[config.mk]
export PLATFORM = sky130hd
export DESIGN_NAME = tl_phase_scheduler
export DESIGN_NICKNAME = d
export VERILOG_FILES = /design/src/rtl/tl_phase_scheduler.sv
export SDC_FILE = /design/constraint.sdc
export NUM_CORES = 1
export LEC_CHECK = 0
export BUFFER_PORTS_ARGS = -buffer_cell sky130_fd_sc_hd__buf_2
export CAP_MARGIN = 10
export CELL_PAD_IN_SITES_DETAIL_PLACEMENT = 1
export CELL_PAD_IN_SITES_GLOBAL_PLACEMENT = 1
export CORE_MARGIN = 10
export CORE_UTILIZATION = 35
export DETAILED_ROUTE_END_ITERATION = 12
export PLACE_DENSITY = 0.84
export SLEW_MARGIN = 20
export SYNTH_ARGS = -nofsm -noshare
export SYNTH_HDL_FRONTEND = slang
export SYNTH_SLANG_ARGS = --single-unit
[constraint.sdc]
create_clock -name clk -period 2.7 [get_ports clk]
set_input_delay 0.54 -clock clk [delete_from_list [all_inputs] [get_ports clk]]
set_output_delay 0.54 -clock clk [all_outputs]
set_load 0.03 [all_outputs]
[src/rtl/tl_phase_scheduler.sv]
// tl_phase_scheduler
// Demand-driven phase scheduler for a four-way intersection. Approaches with
// vehicle or pending-walk demand are served round-robin, with programmable
// green / yellow / all-red durations counted in one-second ticks.
// Optional emergency preemption is compiled in when TL_PREEMPT_EN is defined;
// without it the preempt inputs are accepted but ignored.
//
//   state     | meaning
//   ----------+-------------------------------------------------------------
//   S_ALLRED  | all lamps red, no walk; arbitration happens on exit
//   S_GREEN   | granted approach green, its crossing walk on
//   S_YELLOW  | granted approach yellow, walk still on
module tl_phase_scheduler #(
    parameter int GREEN_TICKS   = 4,
    parameter int YELLOW_TICKS  = 2,
    parameter int ALLRED_TICKS  = 1,
    parameter int PED_EXT_TICKS = 2
) (
    input  logic       clk,
    input  logic       rst,
    input  logic       tick,
    input  logic [3:0] veh_req,
    input  logic [3:0] ped_req,
    input  logic       preempt,
    input  logic [1:0] preempt_dir,
    output logic [2:0] tl_1,
    output logic [2:0] tl_2,
    output logic [2:0] tl_3,
    output logic [2:0] tl_4,
    output logic       ped_1,
    output logic       ped_2,
    output logic       ped_3,
    output logic       ped_4,
    output logic [1:0] active_dir,
    output logic [3:0] ped_pend
);

    localparam int GREEN_EXT = GREEN_TICKS + PED_EXT_TICKS;
    localparam int MAX_GY    = (GREEN_EXT > YELLOW_TICKS) ? GREEN_EXT : YELLOW_TICKS;
    localparam int MAX_LEN   = (MAX_GY > ALLRED_TICKS) ? MAX_GY : ALLRED_TICKS;
    localparam int CNT_W     = (MAX_LEN > 1) ? $clog2(MAX_LEN) : 1;

    // Terminal-count values: a phase of length N exits on the tick seen at cnt == N-1.
    localparam logic [CNT_W-1:0] AR_LAST  = CNT_W'(ALLRED_TICKS - 1);
    localparam logic [CNT_W-1:0] YL_LAST  = CNT_W'(YELLOW_TICKS - 1);
    localparam logic [CNT_W-1:0] GR_LAST  = CNT_W'(GREEN_TICKS - 1);
    localparam logic [CNT_W-1:0] GRX_LAST = CNT_W'(GREEN_EXT - 1);

    typedef enum logic [1:0] {
        S_ALLRED = 2'd0,
        S_GREEN  = 2'd1,
        S_YELLOW = 2'd2
    } state_t;

    state_t           state_q, state_d;
    logic [CNT_W-1:0] cnt_q, cnt_d;
    logic [CNT_W-1:0] glast_q, glast_d;
    logic [1:0]       active_q, active_d;
    logic [3:0]       pend_q, pend_d;
    logic [3:0][2:0]  tl_q, tl_d;
    logic [3:0]       walk_q, walk_d;

    logic [3:0]       pend_eff;
    logic [3:0]       demand;
    logic [1:0]       grant;
    logic [1:0]       served;
    logic [CNT_W-1:0] last_cnt;
    logic             hold;
    logic             cut;

`ifndef TL_PREEMPT_EN
    logic unused_preempt;
    assign unused_preempt = ^{preempt, preempt_dir};
`endif

    // Walk requests merge into the pending set before arbitration looks at it,
    // so a request arriving on the deciding edge is already counted.
    always_comb begin
        pend_eff = pend_q | ped_req;
        demand   = '0;
        for (int k = 0; k < 4; k++) begin
            demand[k] = veh_req[k] | pend_eff[(k + 1) % 4];
        end
    end

    // Round-robin search starting after the last grant; idle intersection
    // keeps rotating so no approach is starved when demand returns.
    always_comb begin
        logic [1:0] cand;
        logic       found;
        cand  = '0;
        found = 1'b0;
        grant = active_q + 2'd1;
        for (int i = 1; i <= 4; i++) begin
            cand = active_q + 2'(i);
            if (!found && demand[cand]) begin
                grant = cand;
                found = 1'b1;
            end
        end
`ifdef TL_PREEMPT_EN
        if (preempt) begin
            grant = preempt_dir;
        end
`endif
        served = grant + 2'd1;
    end

    // Preemption: a conflicting green is cut on the next tick, the preempted
    // approach's own green is frozen until the request drops.
    always_comb begin
        hold = 1'b0;
        cut  = 1'b0;
`ifdef TL_PREEMPT_EN
        if (state_q == S_GREEN && preempt) begin
            if (preempt_dir == active_q) begin
                hold = 1'b1;
            end else begin
                cut = 1'b1;
            end
        end
`endif
    end

    // Terminal count for the current phase.
    always_comb begin
        case (state_q)
            S_GREEN:  last_cnt = glast_q;
            S_YELLOW: last_cnt = YL_LAST;
            default:  last_cnt = AR_LAST;
        endcase
    end

    // Next-state logic: phase sequencing, grant and walk-pending bookkeeping.
    always_comb begin
        state_d  = state_q;
        cnt_d    = cnt_q;
        active_d = active_q;
        pend_d   = pend_eff;
        glast_d  = glast_q;
        if (tick && !hold) begin
            if (cut || cnt_q == last_cnt) begin
                cnt_d = '0;
                case (state_q)
                    S_ALLRED: begin
                        state_d  = S_GREEN;
                        active_d = grant;
                        glast_d  = pend_eff[served] ? GRX_LAST : GR_LAST;
                        // Clearing the served walk overrides a request on the same edge.
                        pend_d[served] = 1'b0;
                    end
                    S_GREEN:  state_d = S_YELLOW;
                    S_YELLOW: state_d = S_ALLRED;
                    default:  state_d = S_ALLRED;
                endcase
            end else begin
                cnt_d = cnt_q + CNT_W'(1);
            end
        end
    end

    // Lamp and walk decode from the next state so outputs leave a register.
    always_comb begin
        tl_d   = {4{3'b001}};
        walk_d = '0;
        if (state_d == S_GREEN) begin
            tl_d[active_d]          = 3'b100;
            walk_d[active_d + 2'd1] = 1'b1;
        end else if (state_d == S_YELLOW) begin
            tl_d[active_d]          = 3'b010;
            walk_d[active_d + 2'd1] = 1'b1;
        end
    end

    // State, counter and output registers with synchronous reset.
    always_ff @(posedge clk) begin
        if (rst) begin
            state_q  <= S_ALLRED;
            cnt_q    <= '0;
            glast_q  <= GR_LAST;
            active_q <= 2'd3;
            pend_q   <= '0;
            tl_q     <= {4{3'b001}};
            walk_q   <= '0;
        end else begin
            state_q  <= state_d;
            cnt_q    <= cnt_d;
            glast_q  <= glast_d;
            active_q <= active_d;
            pend_q   <= pend_d;
            tl_q     <= tl_d;
            walk_q   <= walk_d;
        end
    end

    assign tl_1       = tl_q[0];
    assign tl_2       = tl_q[1];
    assign tl_3       = tl_q[2];
    assign tl_4       = tl_q[3];
    assign ped_1      = walk_q[0];
    assign ped_2      = walk_q[1];
    assign ped_3      = walk_q[2];
    assign ped_4      = walk_q[3];
    assign active_dir = active_q;
    assign ped_pend   = pend_q;

endmodule
==> metrics, run 1 <==
final core utilization=46.5%; syn_nets=197; Reg2Reg Setup Slack=0.27 ns; hpwl dp=about 3.2 mm; Worst Path Max Fanout=4; RSZ-0062 raised after global routing=no; Chip Height=86.0 um; pin slew with the least headroom to its limit=0.544 ns; PnR worst setup slack=between 0.2 and 0.3 ns; maximum vdd ir drop=0.302 mV; pins over their slew limit=0; fin crit period=around 2.4 ns; Syn Inst Count=roughly 170; maximum clock insertion buffer count=2; Inserted Clock Buffers=5; Routed Antenna Nets=0; H-Tree Depth=2; mapped cell area=1520 sq um; Final Hold Fails=0; clock slew at reported path FFs=0.07 ns; biggest area consumer among synthesized cells=dfxtp_1; clk_lat worst skew=0.28 ns; clock root cell=clkbuf_8; number of synthesized flops with an enable pin=0; DIE AREA=7390 sq um; Placed Instance Area=1810 sq um; worst r2r src=ped_pend[1]; Required @ worst endpoint=2.88 ns; PD cells=943 nW/um^2; vias in the first global route=roughly 1500; Setup crit start kind=primary input; Post-synth top flop=dfxtp_1; Synth Warn #=0; Core ar.=just over 4000 sq um; # port buffers=32; Final Wtd Congestion=0.791; # Post-CTS Setup Buffers=0; outcome=complete, no violations; final period utilization=about nine tenths; CTS sink cnt=29; grt ovf=0; Starting Density=approximately 37%; Min-Delay Startpoint=glast_q[1]; Yosys cell types=between 40 and 50; synthesized area per cell=8.75 sq um; via count=1483; Synth Register Bits=29; Critical Path End=glast_q[2]; antenna diode count=0; CTS tree=yes; Setup-failing EPs final=0; drt first pass iters=4; ratio of cells with drive above 1 in the final layout=28.0%; design area=1910 sq um; drt initial violations=~100; Area Growth Syn to Fin=25.6%; worst r2r dst=glast_q[2]; pre-CTS setup slack=-0.0339 ns; per-cell routed wire length=around 16 um; WS Path Type=in2reg; Hold Path Stages=2; first-pass GRT wire length=approximately 7.2 mm; Worst Path Arrival=2.62 ns; worst min-delay path class=reg2reg; Worst Setup SP=ped_req[1]; Cell Rows=23; Crit. End Element=flop; I/O Pins=36; Routed WL=4.24 mm; DRC errors left=0; post-CTS sizing=0; max_cap viols=0; worst reg2reg path depth=9; largest net degree at the start of global routing=30; routed vias/inst=5.53; Max Freq=0.408 GHz; Async S/R FF share, synth=0%; nets=between 200 and 250; LEAKAGE=0.815 nW; Slew HR=~63%; Synth area leaders=dfxtp_1 (38%), ha_1 (7.4%), nor3_1 (6.6%), mux2i_1 (4.6%), a211oi_1 (3.0%); total global-route track usage=between 10% and 20%; Post-Route Skew=just over 0.007 ns; Yosys top cell area share=38.1%; chip width=approximately 86 um; initial antenna violation count=0; Post-CTS Hold Buffers=0; Seq/Total Area, Yosys=38.1%
[cell usage in the layout, fill, tap and decap left out, drive strengths merged, types with 7 or more instances in the layout]
cell type and count:
buf 46, or3 7, ha 9, clkbuf 7
nor2 12, nand2 9, dfxtp 29, mux2i 7
a211oi 7, nor3 23
[registers in the layout (all words and copies together) (netlist names)]
signal      flops
glast_q         2
tl_4            3
active_dir      2
tl_3            3
ped_pend        4
tl_2            3
tl_1            3
state_q         2
walk_q          4
cnt_q           3
[kinds of logic after synthesis]
logic type,Yosys count,share of synthesized area (%)
AOI/OAI and AO/OA,45,21.4
xor gates and xnor gates,3,1.73
adders and majority gates,9,7.40
buffers and inverters,16,4.03
DFF,29,38.1
muxes,7,4.60
and+or+nand+nor,65,22.8
[how the worst min path moves through the flow]
stage / endpoint / slack (ns)
final: glast_q[1] / 0.52
after global placement: glast_q[1] / 0.50
after global routing: glast_q[1] / 0.56
after detailed placement: glast_q[1] / 0.51
after CTS: glast_q[1] / 0.52
after floorplan: glast_q[1] / 0.45
[layout make-up]
class | instances | area (sq um)
fill | 517 | 2200
clock inverter | 1 | 5.00
sequential | 29 | 581
tap | 50 | 62.6
inverter | 6 | 22.5
multi-input combinational | 129 | 881
clock buffer | 7 | 96.3
timing repair buffer | 46 | 265
[worst max-delay path, stage by stage]
cell and delay [ns]:
buf_2 0.11, or3_1 0.44, a311oi_1 0.29, a21oi_1 0.10, and2_1 0.19, ha_1 0.32
nor3_1 0.14, a21oi_1 0.06, and3_1 0.19, o31a_1 0.23
[routing by layer]
layer  track usage, %  part of all wire [%]  vias up  wire, um
met5                0                     0        -         0
met4             4.94                   2.1        0        87
met3             4.26                   5.8        7       246
met2             20.4                    49       37      2070
met1             12.5                    43      703      1830
li1                 -                     -      736         -
[per-stage QoR]
stage,TNS [ns],total power [W],hold WS (ns),std cells
2_1_floorplan,0,0.00116,0.455,174
3_3_place_gp,0,0.00139,0.496,260
3_5_place_dp,-0.0339,0.00142,0.509,260
4_1_cts,0,0.00183,0.525,268
5_1_grt,0,0.00194,0.563,268
6_report,0,0.00180,0.521,268
[synthesized netlist by cell type (3+ instances only)]
master and n:
ha_1 9, dfxtp_1 29, a21oi_1 6, or3_1 7, nand2_1 8, a211oi_1 6
o31ai_1 4, o21ai_1 4, nor2_1 12, nor3_1 20, o211ai_1 3, a31oi_1 3
inv_1 6, clkbuf_1 9, nand3_1 4, mux2i_1 7
[power by group]
group | switching, W | internal [W]
clock network | 0.000168 | 0.000230
registers | 0.0000639 | 0.000508
logic | 0.000517 | 0.000317
total | 0.000749 | 0.00106
Power figures use the tool's default switching activity.
==> run 2, diff against run 1 <==
Clock period 2.7 ns to 2.2 ns, I/O delays scaled along.
==> run 2 against run 1 <==
Effect of this change:
- worst setup slack got worse by 0.24 ns
- clock skew rose by 0.0068 ns
- largest power group unchanged
- power rose by 38%
- critical path depth fell by 2
- utilization rose by 6.2 points
- cell count rose by 6.3%
- design area rose by 13%
- highest routed layer unchanged
- sequential share of layout area fell by 3.4 points
- non-clock buffer count rose by 17
==> metrics, run 2 (same netlist as run 1, synthesis figures left out) <==
outcome=complete, no violations; initial antenna violation count=0 (unchanged); filler cell count=489 (-5.4%); metal2 WL=2.34 mm (+13%); pin slew with the least headroom to its limit=0.513 ns (-0.0315 ns); via count=1560 (+5.2%); final core utilization=52.7% (+6.2 points); Required @ worst endpoint=2.37 ns (-0.51 ns); total global-route track usage=11.9% (+0.15 points); DRC errors left=0 (unchanged); first-pass GRT wire length=7.30 mm (+1.3%); Cell Rows=23 (unchanged); worst min-delay path class=in2reg; hpwl dp=3.31 mm (+2.2%); ratio of cells with drive above 1 in the final layout=41.7% (+14 points); LEAKAGE=0.908 nW (+11%); CTS tree=yes; final period utilization=about 100%; # port buffers=32 (unchanged); drt initial violations=41 (-60%); Area Growth Syn to Fin=42.3%; clk_lat worst skew=0.29 ns (about the same); Slew HR=65.8% (+3.1 points); Max Freq=0.457 GHz; pins over their slew limit=0 (unchanged); WS Path Type=reg2reg; per-cell routed wire length=16.2 um (+2.5%); clock slew at reported path FFs=0.06 ns (about the same); vias in the first global route=1592 (+4.2%); chip width=86.0 um (unchanged); Final Wtd Congestion=0.783 (-1.0%); antenna diode count=0 (unchanged); Post-CTS Hold Buffers=0 (unchanged); Setup-failing EPs final=0 (unchanged); Routed Antenna Nets=0 (unchanged); maximum vdd ir drop=0.423 mV (+40%); Crit. End Element=flop; H-Tree Depth=2 (unchanged); register area=583 sq um (+0.43%); DIE AREA=7390 sq um (unchanged); Inserted Clock Buffers=5 (unchanged); nets=257 (+7.1%); Worst Path Max Fanout=5 (+1); Routed WL=4.62 mm (+9.0%); Core ar.=4120 sq um (unchanged); Setup crit start kind=flop; maximum clock insertion buffer count=2 (unchanged); Setup TNS=0 ns (unchanged); Metal-1 WL=1.90 mm (+3.8%); Final Hold Fails=0 (unchanged); area of the multi-input gates=1020 sq um (+16%); fin crit period=2.19 ns; Post-Route Skew=0.0140 ns (+0.00677 ns); largest net degree at the start of global routing=30 (unchanged); wire length on met3=320 um (+30%); drt first pass iters=4 (unchanged); PD cells=1150 nW/um^2 (+22%); commonest cells after routing, fill and taps aside=buf_2 (32), buf_4 (30), dfxtp_1 (27); commonest non-fill, non-tap cell in the layout=buf_2; grt ovf=0 (unchanged); Starting Density=37.0% (unchanged); routed vias/inst=5.47 (-1.1%); I/O Pins=36 (unchanged); clock root cell=clkbuf_8; Chip Height=86.0 um (unchanged); max_cap viols=0 (unchanged); CTS sink cnt=29 (unchanged); Worst Path Arrival=2.35 ns (-0.27 ns); highest routed metal layer=met4
-- run 2: power breakdown --
group,leakage (nW),switching (W),internal (W)
Combinational,0.625,0.000756,0.000599
Sequential,0.237,0.0000867,0.000626
Clock,0.0450,0.000208,0.000219
-- run 2: critical path, stage by stage (launching register included) --
cell and delay, ns:
dfxtp_2 0.35, inv_1 0.08, ha_4 0.31, and2_1 0.20, a211oi_4 0.10, buf_4 0.15
o31ai_1 0.33, o21ai_1 0.21, or3_1 0.34
-- run 2: final cells by class --
type	instances	share of cell area, %
Clock buffer	6	3.35
Sequential cell	29	26.9
Multi-Input combinational cell	129	47.1
Tap cell	50	2.89
Timing Repair Buffer	63	18.3
Inverter	6	1.04
Clock inverter	2	0.462
-- run 2: per-stage QoR --
step | area [sq um] | power (W) | setup slack, ns | hold slack [ns] | instances
after floorplan | 1550 | 0.00146 | -0.0483 | 0.455 | 174
after global placement | 1940 | 0.00183 | -0.162 | 0.478 | 274
after detailed placement | 1940 | 0.00187 | -0.242 | 0.479 | 274
after CTS | 2040 | 0.00233 | 0.0113 | 0.493 | 282
after global routing | 2170 | 0.00265 | -0.0908 | 0.544 | 285
final | 2170 | 0.00249 | 0.0135 | 0.526 | 285
-- run 2: layer usage --
layer / vias up / track usage [%]
met5: - / 0
met4: 0 / 4.19
met3: 7 / 4.92
met2: 43 / 20.2
met1: 751 / 12.9
li1: 759 / -
-- run 2: timing repair --
action,CTS,global route
buffers inserted,0,3
pin swaps,0,9
endpoints found under the setup margin,10,19
gates resized for setup,3,19
-- run 2: worst paths after layout --
kind,from,end,slack [ns],depth (start not counted)
max,state_q[1],tl_3[0],0.01,8
min,tick,cnt_q[0],0.53,3
max reg2reg,state_q[1],tl_3[0],0.01,8
min reg2reg,ped_pend[0],ped_pend[0],0.54,2
